===== src/rtl/trg_src_gen.sv =====
// rtl/trg_src_gen.sv - trigger-source front end: ext sync/filter, cycled trigger, coincidence mask
//
// Purpose: turns raw trigger sources into clock-synchronous, source-masked
// one-shot or level trigger requests for the trigger output controller.
//
// Ports:
//   clk_in           system clock
//   rst_n_in         asynchronous active-low reset
//   ext_trg_in       asynchronous external trigger, active-high
//   coincid_raw_in   coincidence level, synchronous to clk_in
//   trg_src_sel_in   source enables: [0] coincidence, [1] external, [2] cycled
//   trg_enb_in       global enable; 0 suppresses every request output
//   cyc_period_in    cycled period in prescaler ticks; 0 disables the source
//   cnt_clr_in       synchronous clear of both request counters
//   coincid_trg_out  registered, masked coincidence level
//   ext_trg_syn_out  one-clock external trigger request
//   cycled_trg_out   one-clock periodic trigger request
//   ext_trg_cnt_out  accepted external requests (wrapping)
//   cyc_trg_cnt_out  issued cycled requests (wrapping)
module trg_src_gen #(
  parameter int EXT_FILTER_LEN = 4,
  parameter int CYC_UNIT       = 50000,
  parameter int CNT_W          = 16
) (
  input  logic             clk_in,
  input  logic             rst_n_in,
  input  logic             ext_trg_in,
  input  logic             coincid_raw_in,
  input  logic [2:0]       trg_src_sel_in,
  input  logic             trg_enb_in,
  input  logic [7:0]       cyc_period_in,
  input  logic             cnt_clr_in,
  output logic             coincid_trg_out,
  output logic             ext_trg_syn_out,
  output logic             cycled_trg_out,
  output logic [CNT_W-1:0] ext_trg_cnt_out,
  output logic [CNT_W-1:0] cyc_trg_cnt_out
);

  localparam int            PW       = (CYC_UNIT > 1) ? $clog2(CYC_UNIT) : 1;
  localparam logic [PW-1:0] PRE_LAST = PW'(CYC_UNIT - 1);
  localparam logic [3:0]    FLEN     = 4'(EXT_FILTER_LEN);

  typedef enum logic [1:0] {E_IDLE, E_QUAL, E_HOLD, E_REL} ext_state_t;

  logic          ext_m;
  logic          ext_s;
  ext_state_t    ext_state;
  logic [3:0]    fcnt;
  logic          accept;
  logic [PW-1:0] pre;
  logic [7:0]    per;
  logic          cyc_hold;

  // Coincidence: stays a level, only masked and registered.
  always_ff @(posedge clk_in or negedge rst_n_in) begin
    if (!rst_n_in) begin
      coincid_trg_out <= 1'b0;
    end else begin
      coincid_trg_out <= coincid_raw_in & trg_src_sel_in[0] & trg_enb_in;
    end
  end

  // Two-flop synchroniser for the asynchronous external trigger.
  always_ff @(posedge clk_in or negedge rst_n_in) begin
    if (!rst_n_in) begin
      ext_m <= 1'b0;
      ext_s <= 1'b0;
    end else begin
      ext_m <= ext_trg_in;
      ext_s <= ext_m;
    end
  end

  // Deglitch filter: a level must persist FLEN samples to be accepted and
  // FLEN samples to be released, so one long level gives exactly one accept.
  // The filter runs regardless of masking, so a level already held when the
  // source is enabled is never reported.
  always_ff @(posedge clk_in or negedge rst_n_in) begin
    if (!rst_n_in) begin
      ext_state <= E_IDLE;
      fcnt      <= 4'd0;
      accept    <= 1'b0;
    end else begin
      accept <= 1'b0;
      case (ext_state)
        E_IDLE: begin
          if (ext_s) begin
            if (FLEN == 4'd1) begin
              accept    <= 1'b1;
              ext_state <= E_HOLD;
              fcnt      <= 4'd0;
            end else begin
              ext_state <= E_QUAL;
              fcnt      <= 4'd1;
            end
          end
        end
        E_QUAL: begin
          if (!ext_s) begin
            ext_state <= E_IDLE;
            fcnt      <= 4'd0;
          end else if (fcnt + 4'd1 == FLEN) begin
            accept    <= 1'b1;
            ext_state <= E_HOLD;
            fcnt      <= 4'd0;
          end else begin
            fcnt <= fcnt + 4'd1;
          end
        end
        E_HOLD: begin
          if (!ext_s) begin
            if (FLEN == 4'd1) begin
              ext_state <= E_IDLE;
              fcnt      <= 4'd0;
            end else begin
              ext_state <= E_REL;
              fcnt      <= 4'd1;
            end
          end
        end
        E_REL: begin
          if (ext_s) begin
            ext_state <= E_HOLD;
            fcnt      <= 4'd0;
          end else if (fcnt + 4'd1 == FLEN) begin
            ext_state <= E_IDLE;
            fcnt      <= 4'd0;
          end else begin
            fcnt <= fcnt + 4'd1;
          end
        end
        default: begin
          ext_state <= E_IDLE;
          fcnt      <= 4'd0;
        end
      endcase
    end
  end

  always_ff @(posedge clk_in or negedge rst_n_in) begin
    if (!rst_n_in) begin
      ext_trg_syn_out <= 1'b0;
    end else begin
      ext_trg_syn_out <= accept & trg_src_sel_in[1] & trg_enb_in;
    end
  end

  // Cycled source: prescaler ticks every CYC_UNIT clocks; the period counter
  // fires when it reaches or passes the programmed period, so lowering the
  // period below the running count fires on the next tick.
  assign cyc_hold = ~trg_enb_in | ~trg_src_sel_in[2] | (cyc_period_in == 8'd0);

  always_ff @(posedge clk_in or negedge rst_n_in) begin
    if (!rst_n_in) begin
      pre            <= '0;
      per            <= 8'd0;
      cycled_trg_out <= 1'b0;
    end else begin
      cycled_trg_out <= 1'b0;
      if (cyc_hold) begin
        pre <= '0;
        per <= 8'd0;
      end else if (pre == PRE_LAST) begin
        pre <= '0;
        if ({1'b0, per} + 9'd1 >= {1'b0, cyc_period_in}) begin
          per            <= 8'd0;
          cycled_trg_out <= 1'b1;
        end else begin
          per <= per + 8'd1;
        end
      end else begin
        pre <= pre + PW'(1);
      end
    end
  end

  // Request counters count the issued output pulses; clear wins.
  always_ff @(posedge clk_in or negedge rst_n_in) begin
    if (!rst_n_in) begin
      ext_trg_cnt_out <= '0;
      cyc_trg_cnt_out <= '0;
    end else if (cnt_clr_in) begin
      ext_trg_cnt_out <= '0;
      cyc_trg_cnt_out <= '0;
    end else begin
      if (ext_trg_syn_out) ext_trg_cnt_out <= ext_trg_cnt_out + CNT_W'(1);
      if (cycled_trg_out)  cyc_trg_cnt_out <= cyc_trg_cnt_out + CNT_W'(1);
    end
  end

endmodule


===== config.mk =====
export PLATFORM = sky130hd
export DESIGN_NAME = trg_src_gen
export DESIGN_NICKNAME = d
export VERILOG_FILES = /design/src/rtl/trg_src_gen.sv
export SDC_FILE = /design/constraint.sdc
export NUM_CORES = 1
export LEC_CHECK = 0
export CORE_UTILIZATION = 30
export DETAILED_ROUTE_END_ITERATION = 16
export PLACE_DENSITY = 0.47
export SLEW_MARGIN = 5
export SYNTH_ARGS = -nofsm -noshare
export SYNTH_HDL_FRONTEND = slang
export SYNTH_SLANG_ARGS = --single-unit

===== constraint.sdc =====
create_clock -name clk_in -period 3.85 [get_ports clk_in]
set_input_delay 0.385 -clock clk_in [delete_from_list [all_inputs] [get_ports clk_in]]
set_output_delay 0.385 -clock clk_in [all_outputs]
set_load 0.005 [all_outputs]

==> impl_metrics.json <==
{
  "avgSynthCellArea_um2": 9.81,
  "cap_violations": 0,
  "p_leak_nw": 1.90,
  "pin_count": 52,
  "combPwrFrac_pct": 6.9,
  "grt.total_usage_pct": 13.6,
  "cts_hold_buffers": 0,
  "cts_htree_levels": 3,
  "crit_fanout": 7,
  "io_buffers": 51,
  "grt_pass1_vias": 2514,
  "dieHeight_um": 109,
  "setup-violations-final": 0,
  "clk_latency_ns": 0.34,
  "rr_startpoint": "per[0]$_DFFE_PN0P_",
  "drc_errors": 0,
  "final_util_pct": 40.2,
  "avgRoutedWirePerCell_um": 13.4,
  "finalMaxSlewViolations": 0,
  "synth.distinct_cells": 40,
  "start_util_pct": 31.3,
  "n_antenna_cell": 0,
  "slowest_delay_ns": 0.54,
  "synth_area_um2": 3450,
  "seq_area_frac_synth_pct": 49.3,
  "die_w_um": 109,
  "yosys_warnings": 0,
  "dr.first_iter.drc_count": 123,
  "drt-total-wl_um": 7460,
  "cts_buffer_depth": 2,
  "synth-main-ff-cell": "dfrtp_1",
  "fin_skew_ns": 0.00838,
  "power_density_nw_per_um2": 388,
  "placed_area_um2": 4130,
  "tns_ns": 0,
  "timing.final.crit_period_ns": 3.00,
  "syn_nets": 383,
  "std_cell_rows": 38,
  "fp.coreArea_um2": 11000,
  "syn_to_final_growth_pct": 28.4,
  "rsz0062_at_grt": "false",
  "stdcell_area_um2": 4430,
  "slew_headroom_pct": 52.2,
  "grt_max_degree": 39,
  "dp_hpwl_um": 5230,
  "first_pass_iters": 5,
  "drive_above_1_share_pct": 5.78,
  "vias": 2664,
  "start_kind": "flip-flop",
  "grt_pass1_wl_um": 12300,
  "cts_root_buf": "clkbuf_16",
  "internal_power_w": 0.00133,
  "holdCritPathClass": "primary input to async pin",
  "cp_common_cell": "ha_1",
  "n_fill_cell": 1106,
  "clk_pin_slew_ns": 0.05,
  "overflow": 0,
  "cts_setup_buffers": 0,
  "rr_worst_depth": 10,
  "critical_path_arrival_ns": 3.26,
  "via_per_inst": 4.80,
  "crit_path_top_delay_cell": "or4b_1",
  "cts_buffers": 9,
  "hold_violations": 0,
  "place_congestion": 0.818,
  "ys_ff_latch": 68,
  "synth_edf_count": 0,
  "worst_slew_pin_slew_ns": 0.718,
  "ant_nets": 0,
  "cts_resized": 0,
  "fin_nets": 441,
  "syn_inst": 352,
  "tritoncts": "built",
  "async_flop_share_pct": 100,
  "cts_sinks": 68,
  "crit_chain": "ha_1 > nand3_1 > nor2_1 > xor2_1 > ha_1 > a211oi_1 > nand2_1 > a221o_1 > or4b_1 > a21oi_1",
  "r2r_setup_slack_ns": 0.85,
  "seqPwrFrac_pct": 44.7,
  "p_switching_w": 0.000391,
  "ir_drop_mv": 0.320,
  "post-route-period-util_pct": 77.9,
  "dieArea_um2": 11900,
  "max_freq_mhz": 333,
  "p_sw_share_pct": 22.8,
  "clkPwrFrac_pct": 48.3,
  "critPathKind": "flip-flop to flip-flop",
  "status": "completed",
  "r2r-end": "per[3]$_DFFE_PN0P_",
  "critPathCaptureType": "flip-flop",
  "cp.required_ns": 4.11,
  "grt_antenna_before_repair": 0
}
==> cell usage after synthesis (3+ instances only) <==
master,count,area share (%)
dfrtp_1,68,49
nor2_1,56,6.1
nand2_1,30,3.3
xor2_1,30,7.6
nand3_1,19,2.8
xnor2_1,19,4.8
inv_1,16,1.7
ha_1,14,5.1
nand4_1,13,2.4
and3_1,11,2.0
a21oi_1,9,1.3
nor3_1,8,1.2
clkbuf_1,7,0.76
o21ai_0,6,0.87
or3_1,5,0.91
nand2b_1,4,0.72
nor4_1,4,0.72
and4_1,3,0.76
==> routing by layer <==
layer  part of all wire [%]  wire (um)  global-route usage [%]  vias up
li1                       -          -                       -     1322
met1                     49       3650                    18.1     1269
met2                     44       3280                    20.0       63
met3                    5.8        432                    5.10       10
met4                    1.2         91                    4.76        0
met5                      0          0                       0        -
==> through the flow <==
stage	instances	worst slack (ns)	hold WS [ns]	power, W
final	555	0.849	0.0994	0.00172
after global routing	555	0.587	0.159	0.00181
after CTS	555	0.839	0.123	0.00176
after detailed placement	539	0.869	0.341	0.000903
after global placement	539	0.990	0.338	0.000902
after floorplan	352	1.20	0.0894	0.000845
==> power groups by stage <==
stage / sequential (W) / clock [W] / combinational, W
detailed placement: 0.000781 / 0 / 0.000122
global placement: 0.000781 / 0 / 0.000121
global route: 0.000773 / 0.000898 / 0.000138
floorplan: 0.000774 / 0 / 0.0000710
CTS: 0.000769 / 0.000868 / 0.000123
finish: 0.000769 / 0.000831 / 0.000119
==> worst max-delay path by stage <==
stage,endpoint,cells past startpoint,slack (ns),start
finish,per[3]$_DFFE_PN0P_,10,0.85,per[0]$_DFFE_PN0P_
global route,per[3]$_DFFE_PN0P_,10,0.59,per[0]$_DFFE_PN0P_
CTS,per[3]$_DFFE_PN0P_,10,0.84,per[0]$_DFFE_PN0P_
detailed placement,per[3]$_DFFE_PN0P_,10,0.87,per[0]$_DFFE_PN0P_
global placement,per[6]$_DFFE_PN0P_,10,0.99,per[0]$_DFFE_PN0P_
floorplan,per[3]$_DFFE_PN0P_,10,1.20,per[0]$_DFFE_PN0P_
==> flip-flops by register name, indices dropped and copies added, names as in the netlist, 4 cells and up, named ones only <==
| signal | count |
|---|---|
| pre | 16 |
| fcnt | 4 |
| ext_trg_cnt_out | 16 |
| per | 8 |
| cyc_trg_cnt_out | 16 |
==> cell families (layout without fill, tap and decap cells) <==
| kind of cell | after synthesis | count (layout) | synth area share (%) |
|---|---|---|---|
| compound gates | 30 | 30 | 5.87 |
| xor+xnor | 49 | 49 | 12.4 |
| fa+ha+maj | 14 | 14 | 5.07 |
| buf+inv | 23 | 86 | 2.50 |
| flops | 68 | 68 | 49.3 |
| mux | 3 | 3 | 0.906 |
| simple gates | 165 | 165 | 23.9 |
==> layout by cell type (no fill, tap or decap), drive strengths merged, types with 2 or more instances in the layout <==
cell / synthesis / final
or4b: 2 / 2
nand2b: 4 / 4
a211o: 2 / 2
nor2: 56 / 56
xnor2: 19 / 19
o21ai: 6 / 6
nand2: 30 / 30
dfrtp: 68 / 68
or3: 5 / 5
and4bb: 2 / 2
a32o: 2 / 2
nor3: 8 / 8
and3: 11 / 11
mux2i: 2 / 2
ha: 14 / 14
clkdlybuf4s50: 0 / 50
nand3: 19 / 19
and4: 3 / 3
and2: 2 / 2
clkinv: 0 / 2
inv: 16 / 16
a21oi: 10 / 10
clkbuf: 7 / 12
nand4: 13 / 13
a21o: 2 / 2
nor4: 4 / 4
xor2: 30 / 30
a211oi: 2 / 2
buf: 0 / 4
==> worst max-delay path: cells and delay by family (launching register included) <==
| family | cells | cell delay, ns |
|---|---|---|
| adders and majority gates | 2 | 0.50 |
| and+or+nand+nor | 4 | 0.99 |
| DFF | 1 | 0.40 |
| xor gates and xnor gates | 1 | 0.21 |
| AOI/OAI and AO/OA | 3 | 0.82 |
==> area by class of cell <==
type | count | area, um2 | share of cell area [%]
Sequential cell | 68 | 1700 | 38.4
Multi-Input combinational cell | 261 | 1670 | 37.6
Timing Repair Buffer | 54 | 528 | 11.9
Clock buffer | 12 | 256 | 5.78
Tap cell | 140 | 175 | 3.95
Inverter | 16 | 60.1 | 1.35
Clock inverter | 4 | 47.5 | 1.07
No activity file was read; power rests on OpenSTA's default activity.
==> variant 1 (same flow settings) <==
The parameter `CYC_UNIT` goes from 50000 to 12500.
--- a/src/rtl/trg_src_gen.sv
+++ b/src/rtl/trg_src_gen.sv
@@ -19,7 +19,7 @@
 //   cyc_trg_cnt_out  issued cycled requests (wrapping)
 module trg_src_gen #(
   parameter int EXT_FILTER_LEN = 4,
-  parameter int CYC_UNIT       = 50000,
+  parameter int CYC_UNIT       = 12500,
   parameter int CNT_W          = 16
 ) (
   input  logic             clk_in,
Function: same outputs for any inputs over 10 cycles, from zero or initial values and one cycle with rst_n_in low; that may be too few to reach the edited logic, so the function may still have changed.
==> variant 1 against the unedited design <==
- routed wire length shrank 7.3%
- sequential cell count shrank 2
- final area shrank 6.1%
- area after synthesis shrank 3.7%
- utilization shrank 1.8 points
- critical path depth is the same
- critical path type unchanged
- setup slack gained 0.11 ns
- cell count shrank 3.4%
- first-iteration DRC count shrank 31%
- power shrank 20%
- largest power group is now registers
- synthesized cell count shrank 4.5%
==> variant 1: results (changes against the unedited design) <==
pre-CTS setup slack: 1.015 ns (+0.1459 ns)
Vias/cell: 4.653 (-3.1%)
DRT Pass-1 Iters: 8 (+3)
total power: 1.377 mW (-20%)
met1 wire length: 3504 um (-4.0%)
worst path arrival time: 3.15 ns (-0.11 ns)
Tmin final: 2.890 ns (-0.1102 ns)
post-synthesis cell type count: 39 (-2.5%)
via count: 2494 (-6.4%)
Layout Skew: 0.007857 ns (-0.0005246 ns)
cell total after placement: 524 (-2.8%)
Total Nets Final: 426 (-3.4%)
status: finished, final reports clean
Seq/Total Area, Yosys: 49.66% (+0.39 points)
fillcell total: 1114 (+0.72%)
Slew @ Worst Pin: 0.8763 ns (+0.1586 ns)
Top Registers: cyc_trg_cnt_out (16), ext_trg_cnt_out (16), pre (14)
DR iter-0 viols: 85 (-31%)
syn avg cell area: 9.898 um^2 (+0.89%)
DP Wirelength: 5062 um (-3.2%)
root buffer cell: clkbuf_8
GP Congestion: 0.8476 (+3.6%)
peak supply drop: 159.6 uV (-50%)
first-pass GRT wire length: 11670 um (-5.0%)
All-Layer GR Usage: 13.15% (-0.41 points)
Syn Nets: 367 (-4.2%)
vias in the first global route: 2389 (-5.0%)
variant 1: per-layer routing:
metal,global-route usage [%],vias up
met5,0,-
met2,19.22,55
met4,5.577,0
li1,-,1249
met3,3.571,6
met1,18.20,1184
variant 1: stage by stage:
stage	util, %	hold slack [ns]
after floorplan	-	0.08941
after global placement	36.90	0.3345
after detailed placement	36.90	0.3379
after CTS	38.42	0.1921
after global routing	38.42	0.2267
final	38.42	0.1654
variant 1: layout make-up:
class                      count  area, um^2  share of cell area (%)
clock buffer                  12       165.2                   3.965
timing repair buffer          53       520.5                   12.50
sequential                    66        1652                   39.65
inverter                      12       45.04                   1.081
multi-input combinational    253        1608                   38.60
tap                          140       175.2                   4.205
variant 1: worst paths after layout:
path                                    startpoint                        endpoint  slack [ns]
max in group asynchronous                 rst_n_in  cyc_trg_cnt_out[5]$_DFFE_PN0P_        2.78
worst max register to register  per[0]$_DFFE_PN0P_              per[1]$_DFFE_PN0P_        0.96
worst min register to register     ext_m$_DFF_PN0_                 ext_s$_DFF_PN0_        0.35
min in group clk_in                ext_m$_DFF_PN0_                 ext_s$_DFF_PN0_        0.35
worst min-delay path                      rst_n_in  cyc_trg_cnt_out[0]$_DFFE_PN0P_        0.17
worst max-delay path            per[0]$_DFFE_PN0P_              per[1]$_DFFE_PN0P_        0.96
variant 1: cells by family after synthesis:
logic type      synth area share [%]
mux                           0.9406
flops                          49.66
simple gates                   25.02
buf+inv                        1.994
fa+ha+maj                      5.267
compound gates                 4.477
xor+xnor                       12.64
variant 1: worst max-delay path, stage by stage (launching register included):
cell	delay, ns
dfrtp_1	0.43
ha_1	0.21
nand3_1	0.14
and2_1	0.20
or2_2	0.30
ha_1	0.29
a211oi_1	0.20
nand2_1	0.08
a31oi_1	0.52
o211ai_1	0.25
o21ai_1	0.18
variant 1: power by group:
group | leakage, nW | switching [mW] | internal [mW]
clock | 0.0863 | 0.237 | 0.272
combinational | 0.876 | 0.0654 | 0.0524
sequential | 0.910 | 0.0315 | 0.719
total | 1.87 | 0.334 | 1.04
==> variant 2 (config.mk and constraints unchanged) <==
Made on the original files. The 4 states of `ext_state_t` get a one-hot encoding in 4 bits.
--- a/src/rtl/trg_src_gen.sv
+++ b/src/rtl/trg_src_gen.sv
@@ -41,7 +41,7 @@
   localparam logic [PW-1:0] PRE_LAST = PW'(CYC_UNIT - 1);
   localparam logic [3:0]    FLEN     = 4'(EXT_FILTER_LEN);
 
-  typedef enum logic [1:0] {E_IDLE, E_QUAL, E_HOLD, E_REL} ext_state_t;
+  typedef enum logic [3:0] {E_IDLE = 4'b0001, E_QUAL = 4'b0010, E_HOLD = 4'b0100, E_REL = 4'b1000} ext_state_t;
 
   logic          ext_m;
   logic          ext_s;
Formal check against the unedited RTL: same outputs for any inputs over 10 cycles, from zero or initial values and one cycle with rst_n_in low; not proved beyond that.
==> variant 2 against the unedited design <==
- utilization decreased by 1.0 points
- sequential cell count increased by 2
- final area increased by 7.1%
- critical path type unchanged
- setup slack improved by 0.29 ns
- power decreased by 2.1%
- routed wire length increased by 7.9%
- area after synthesis increased by 8.6%
- clock power about the same
- sequential power about the same
- sequential share of layout area decreased by 1.5 points
- combinational power decreased by 27%
- critical path depth unchanged
==> variant 2: results (changes against the unedited design) <==
placed inst area: 4439 um^2 (+7.5%)
dominant kind of cell by area: multi-input gates
Slew @ Worst Pin: 0.7245 ns (+0.006743 ns)
final hold slack: 0.3526 ns (+0.2532 ns)
ranking of synthesized cells by area: dfrtp_1 46%, xnor2_1 5.6%, nor2_1 5.4%, ha_1 4.7%, xor2_1 4.0%
CP max stage delay: 0.40 ns (-0.14 ns)
Post-Route WL: 8045 um (+7.9%)
Inverters: 19 (+3)
Non-clock buffers, area share: 11.33% (-0.58 points)
commonest cells in the netlist: 69 x dfrtp_1, 54 x nor2_1, 30 x nand2_1
All-Layer GR Usage: 13.48% (-0.077 points)
Non-CTS buffers: 55 (+1.9%)
xor and xnor area share after synthesis: 9.579% (-2.8 points)
largest net degree at the start of global routing: 43 (+10%)
die area: 12950 um^2 (+8.4%)
via count: 2964 (+11%)
cell total after placement: 605 (+12%)
post-synthesis mux area share: 0.5340% (-0.37 points)
RR Startpoint: per[0]$_DFFE_PN0P_
clock-cell share of area: 6.298% (-0.56 points)
M1 GR Usage: 17.91% (-0.23 points)
DP Wirelength: 5762 um (+10%)
Layout Skew: 0.005779 ns (-0.002603 ns)
share of cells above drive strength 1: 7.269% (+1.5 points)
Tmin final: 2.708 ns (-0.2929 ns)
GRT met2 Usage: 20.89% (+0.90 points)
GP Congestion: 0.7529 (-8.0%)
flops & latches, synth: 70 (+2.9%)
Seq/Total Area, Yosys: 46.76% (-2.5 points)
peak supply drop: 162.2 uV (-49%)
Synth Area in Adders: 4.673% (-0.40 points)
worst path arrival time: 2.93 ns (-0.33 ns)
Layout Cells excl Fill: 622 (+12%)
vias in the first global route: 2831 (+13%)
Crit Path Max Fanout: 8 (+1)
met2 routed wirelength: 3631 um (+11%)
Syn Nets: 424 (+11%)
post-synthesis cell type count: 47 (+18%)
area taken by multi-input logic gates: 1877 um^2 (+13%)
met3 Use GR: 3.401% (-1.7 points)
status: finished, final reports clean
Post-Syn Instances: 393 (+12%)
DR iter-0 viols: 136 (+11%)
Seq area share: 36.92% (-1.5 points)
DRC Markers: 0 (unchanged)
pwr dens: 354.4 nW/um^2 (-8.6%)
slowest CP cell: dfrtp_1
DRT Pass-1 Iters: 4 (-1)
Total Nets Final: 480 (+8.8%)
FF-to-FF End: per[7]$_DFFE_PN0P_
fillcell total: 1209 (+9.3%)
WL met3: 366 um (-15%)
first-pass GRT wire length: 13680 um (+11%)
met1 wire length: 3909 um (+7.1%)
comb_multi_in: 294 (+13%)
worst hold-check path type: flop to flop
Compound-Gate Fraction of Synth Area: 8.879% (+3.0 points)
variant 2: cell count changes after synthesis, sizes merged, moves of 4 or more:
cell	delta
a21oi	+12
and3	-4
nor2b	+6
o21ai	+10
or3	+7
xnor2	+5
xor2	-13
variant 2: cells by family (layout without fill, tap and decap cells):
logic type	count (synthesis)	count (layout)
flops	70	70
compound gates	54	54
fa+ha+maj	14	14
simple gates	183	183
buf+inv	29	90
mux	2	2
xor+xnor	41	41
variant 2: power breakdown:
group	internal, mW	switching (mW)	leakage [nW]	total, mW
sequential	0.747	0.0201	0.966	0.767
clock	0.503	0.326	0.146	0.829
combinational	0.0372	0.0491	0.870	0.0864
total	1.29	0.395	1.98	1.68
variant 2: what timing repair did:
action                                 4_1_cts  5_1_grt
resized for setup                            0        0
hold buffers                                 1        0
endpoints found under the hold margin        8        0
